[config.mk]
export PLATFORM = sky130hd
export DESIGN_NAME = bcd2bin_seq
export DESIGN_NICKNAME = d
export VERILOG_FILES = /design/src/rtl/bcd_pkg.sv /design/src/rtl/bcd_digit_adj.sv /design/src/rtl/bcd2bin_seq.sv
export SDC_FILE = /design/constraint.sdc
export NUM_CORES = 1
export LEC_CHECK = 0
export CORE_MARGIN = 2
export CORE_UTILIZATION = 53
export CTS_CLUSTER_DIAMETER = 150
export CTS_CLUSTER_SIZE = 25
export DETAILED_ROUTE_END_ITERATION = 8
export PLACE_DENSITY = 0.78
export SYNTH_ARGS = -nofsm -noshare
export SYNTH_HDL_FRONTEND = slang
export SYNTH_SLANG_ARGS = --single-unit
[constraint.sdc]
create_clock -name clock -period 1.75 [get_ports clock]
set_input_delay 0.4375 -clock clock [delete_from_list [all_inputs] [get_ports clock]]
set_output_delay 0.4375 -clock clock [all_outputs]
set_load 0.02 [all_outputs]
[src/rtl/bcd_pkg.sv]
// Shared types and constants for the sequential BCD-to-binary converter.
package bcd_pkg;

  typedef enum logic [1:0] {
    IDLE,
    CONV,
    DONE
  } bcd_state_t;

  localparam int          BCD_NIBBLE_W   = 4;
  localparam logic [3:0]  BCD_ADJ        = 4'd3;
  localparam logic [3:0]  BCD_ADJ_THRESH = 4'd8;
  localparam logic [3:0]  BCD_MAX_DIGIT  = 4'd9;

endpackage

[src/rtl/bcd_digit_adj.sv]
// One reverse double-dabble nibble correction: a digit that reads 8 or more
// after the right shift had a ten's bit borrowed into it, so take 3 back off.
import bcd_pkg::*;

module bcd_digit_adj (
  input  logic [BCD_NIBBLE_W-1:0] i_nibble,
  output logic [BCD_NIBBLE_W-1:0] o_nibble
);

  assign o_nibble = (i_nibble >= BCD_ADJ_THRESH) ? (i_nibble - BCD_ADJ) : i_nibble;

endmodule

[src/rtl/bcd2bin_seq.sv]
// Sequential BCD-to-binary converter: one reverse double-dabble shift/adjust
// step per clock behind a start/done handshake.
import bcd_pkg::*;

module bcd2bin_seq #(
  parameter int DIGITS = 3,
  parameter int BIN_W  = 10
) (
  input  logic                           clock,
  input  logic                           reset_n,
  input  logic                           start,
  input  logic [BCD_NIBBLE_W*DIGITS-1:0] bcd_in,
  output logic                           busy,
  output logic                           done,
  output logic [BIN_W-1:0]               bin_out,
  output logic                           err
);

  localparam int BCD_W = BCD_NIBBLE_W * DIGITS;
  localparam int SR_W  = BCD_W + BIN_W;
  localparam int CNT_W = $clog2(BIN_W + 1);
  localparam logic [CNT_W-1:0] LAST_STEP = CNT_W'(BIN_W - 1);

  bcd_state_t       r_state;
  logic [SR_W-1:0]  r_sr;
  logic [CNT_W-1:0] r_cnt;

  logic [SR_W-1:0]   w_shifted;
  logic [BCD_W-1:0]  w_adj_bcd;
  logic [SR_W-1:0]   w_next_sr;
  logic [DIGITS-1:0] w_digit_bad;
  logic              w_bcd_bad;

  assign w_shifted = r_sr >> 1;

  // Each BCD digit of the shifted register gets its own correction slice.
  for (genvar d = 0; d < DIGITS; d++) begin : g_digit
    bcd_digit_adj u_adj (
      .i_nibble (w_shifted[BIN_W + d*BCD_NIBBLE_W +: BCD_NIBBLE_W]),
      .o_nibble (w_adj_bcd[d*BCD_NIBBLE_W +: BCD_NIBBLE_W])
    );

    assign w_digit_bad[d] = (bcd_in[d*BCD_NIBBLE_W +: BCD_NIBBLE_W] > BCD_MAX_DIGIT);
  end

  assign w_next_sr = {w_adj_bcd, w_shifted[BIN_W-1:0]};
  assign w_bcd_bad = |w_digit_bad;

  always_ff @(posedge clock or negedge reset_n) begin
    if (!reset_n) begin
      r_state <= IDLE;
      r_sr    <= '0;
      r_cnt   <= '0;
      busy    <= 1'b0;
      done    <= 1'b0;
      err     <= 1'b0;
      bin_out <= '0;
    end else begin
      done <= 1'b0;
      case (r_state)
        IDLE: begin
          if (start) begin
            busy <= 1'b1;
            // Illegal digits skip the conversion entirely and report at once.
            if (w_bcd_bad) begin
              bin_out <= '0;
              err     <= 1'b1;
              done    <= 1'b1;
              r_state <= DONE;
            end else begin
              r_sr    <= {bcd_in, {BIN_W{1'b0}}};
              r_cnt   <= '0;
              r_state <= CONV;
            end
          end
        end
        CONV: begin
          r_sr  <= w_next_sr;
          r_cnt <= r_cnt + 1'b1;
          if (r_cnt == LAST_STEP) begin
            bin_out <= w_next_sr[BIN_W-1:0];
            err     <= 1'b0;
            done    <= 1'b1;
            r_state <= DONE;
          end
        end
        DONE: begin
          busy    <= 1'b0;
          r_state <= IDLE;
        end
        default: begin
          busy    <= 1'b0;
          r_state <= IDLE;
        end
      endcase
    end
  end

endmodule

==> metrics.md <==
| Metric | Value |
|---|---|
| Multiplexer share of the synthesized area | 0.07290 |
| Dominant cells by area after synthesis | dfrtp_1 53%, a22o_1 8.8%, ha_1 4.0% |
| Slew @ Worst Pin | 0.4906 ns |
| DRT iter0 DRCs | 42 |
| Die Y | 63.69 um |
| FILL cells | 275 |
| Compound-Gate Fraction of Synth Area | 0.1915 |
| R2R Path End | r_sr[16] |
| Tot GR Track Use | 0.2094 |
| Max Clk Rate | 597.6 MHz |
| Most frequent cell after synthesis | dfrtp_1 |
| Setup crit start | start |
| Routed wire length | 3658 um |
| Yosys cell types | 30 |
| CTS tree | done |
| Root buffer cell | clkbuf_4 |
| Maximum vdd drop | 0.0007975 V |
| Synth Cell Area | 0.001888 mm2 |
| Startpoint types | input port |
| Setup TNS | 0 ns |
| Synth Area in Adders | 0.03976 |
| Dominant synthesized flop cell | dfrtp_1 |
| Worst Path Arrival | 1.92 ns |
| Flop-to-flop setup slack | 0.19 ns |
| Gpl congestion | 0.7669 |
| Synth Instances | 159 |
| Main combinational cell family by area after synthesis | compound AO/OA/AOI/OAI gates |
| 1st-pass router iterations | 4 |
| Placed Cells | 235 |
| Hold Fails Final Rpt | 0 |
| Post_cts resized | 13 |
| Area delta synth->final | 20.87% |
| Largest net degree at the start of global routing | 22 |
| Pwr dens | 1411 mW/mm2 |
| Global-route wire length before repair | 6437 um |
| Post-DP HPWL | 2718 um |
| Post-synthesis simple-gate area fraction | 0.09874 |
| CP Class | in2reg |
| Origin of the critical flop-to-flop path | r_state[1] |
| Seq/Total Area, Yosys | 0.5302 |
| Drt wl/cell | 15.05 um |
| Synth Area in XOR/XNOR | 0.01856 |
| Fin crit share | 0.9562 |
| Worst skew pair latency | 0.35 ns |
| RSZ-0062 raised after global routing | false |
| Worst slew margin | 0.6726 |
| Hold Crit Class | in2async |
| Layout cells sized above 1 | 0.1878 |
| Synth Register Bits | 40 |
| PortBufs | 27 |
| Pleak | 1.135 nW |
| Fin cells | 243 |
| Post-synth top area share | 0.5302 |
| FP Rows | 21 |
| Synth cell count leaders | 40 x dfrtp_1, 19 x a22o_1, 10 x o21ai_0, 9 x inv_1, 9 x nand2_1 |
| Synthesis warning total | 0 |
| Status | finished clean |
| Finished Core Util | 0.6733 |
| Tmin final | 1.673 ns |
| Clock-pin slew of the registers on the worst-case setup and hold paths | 0.11 ns |
| Setup violators final | 0 |
| Chip width | 63.69 um |
| Nets | 217 |
| Core region area | 0.003390 mm2 |
| Num CTS Buffers | 5 |
| # Post-CTS Setup Buffers | 0 |
| Antenna violations before repair | 0 |
| Syn Nets | 180 |
| Reg2Reg Depth | 4 |
| Crit end category | register |
| Residual DRC count | 0 |
| Synth area leader | dfrtp_1 |
| Max Cap Viol | 0 |
| Die footprint | 0.004056 mm2 |
| Number of global-route vias before repair | 1,458 |
| Routed Antenna Nets | 0 |
| Hold buffer count at CTS | 0 |
| CP Max Fanout | 8 |
| Post-Syn Area per Cell | 11.87 um2 |
| Clk buf depth | 2 |
| Final setup skew | 0.003668 ns |
| Critical Path RT | 2.00 ns |
| CTS H-Tree Depth | 2 |
| Via-per-instance ratio | 5.543 |
| Vias | 1,347 |
| IO Pins | 28 |
| Post-synth ARST share | 1.000 |
| Initial Utilization | 0.5570 |
| N_diodes | 0 |
| Max Slew Vio Count | 0 |
| Grt total ovfl | 0 |
| Post-synth EDFFs | 0 |
| Clock Sinks | 40 |
-- power breakdown --
group	internal [mW]	total, mW	switching [mW]
clock	0.154	0.455	0.301
combinational	0.629	1.25	0.623
sequential	1.22	1.51	0.296
-- worst max path at each step --
stage                       to  cells past startpoint
global route          r_sr[14]                      5
floorplan              r_sr[5]                      6
CTS                       done                      1
finish                r_sr[16]                      5
detailed placement  bin_out[8]                      5
global placement    bin_out[3]                      5
-- logic make-up (layout without fill, tap and decap cells) --
family | count (synthesis) | after routing
AOI/OAI and AO/OA | 46 | 46
DFF | 40 | 40
and+or+nand+nor | 33 | 33
buffers and inverters | 17 | 55
muxes | 13 | 13
adders and majority gates | 6 | 6
xor gates and xnor gates | 4 | 4
-- per-layer routing --
| metal | up-vias | share of wire | GRT usage |
|---|---|---|---|
| li1 | 643 | - | - |
| met1 | 663 | 0.42 | 0.2384 |
| met2 | 33 | 0.51 | 0.3605 |
| met3 | 8 | 0.046 | 0.06429 |
| met4 | 0 | 0.021 | 0.09239 |
| met5 | - | 0 | 0 |
-- worst max-delay path: stages --
cell and delay, ns:
clkdlybuf4s50_1 0.51, nor2b_1 0.25, nand4_4 0.13, nand2_2 0.22, mux2_2 0.36
-- cell type report --
| type | instances | area (um2) | share of cell area |
|---|---|---|---|
| clock buffers | 5 | 37.54 | 0.01645 |
| clock inverters | 3 | 18.77 | 0.008224 |
| inverters | 9 | 33.78 | 0.01480 |
| multi-input cells | 102 | 798.3 | 0.3498 |
| flip-flops and latches | 40 | 1001 | 0.4386 |
| well taps | 46 | 57.56 | 0.02522 |
| repair buffers | 38 | 335.3 | 0.1469 |
-- metrics by stage --
| stage | hold slack [ns] | power [mW] | setup slack, ns | instance area (um2) |
|---|---|---|---|---|
| floorplan | 0.1419 | 2.428 | 0.2429 | 1888 |
| detailed placement | 0.4187 | 2.800 | -0.4463 | 2236 |
| global route | 0.01786 | 3.475 | 0.02597 | 2282 |
| global placement | 0.4135 | 2.711 | -0.3616 | 2236 |
| finish | 0.01276 | 3.220 | 0.07661 | 2282 |
| CTS | 0.01957 | 3.251 | 0.01771 | 2280 |
-- flip-flops by register name (all words and copies together) (netlist names) --
name / cells
r_state: 2
err: 1
r_cnt: 4
done: 1
busy: 1
r_sr: 21
bin_out: 10
-- cells in the final DEF, fill, tap and decap left out, types with 5 or more instances in the layout --
cell type        count
dlygate4sd2_1       12
ha_1                 6
clkdlybuf4s50_1     13
clkbuf_4             5
inv_1                9
nand3_1              8
mux2_2               6
a22o_1              19
o21ai_0             10
mux2i_1              7
nand2_1              9
buf_4               11
dfrtp_1             40
No activity file was read; power rests on OpenSTA's default activity.
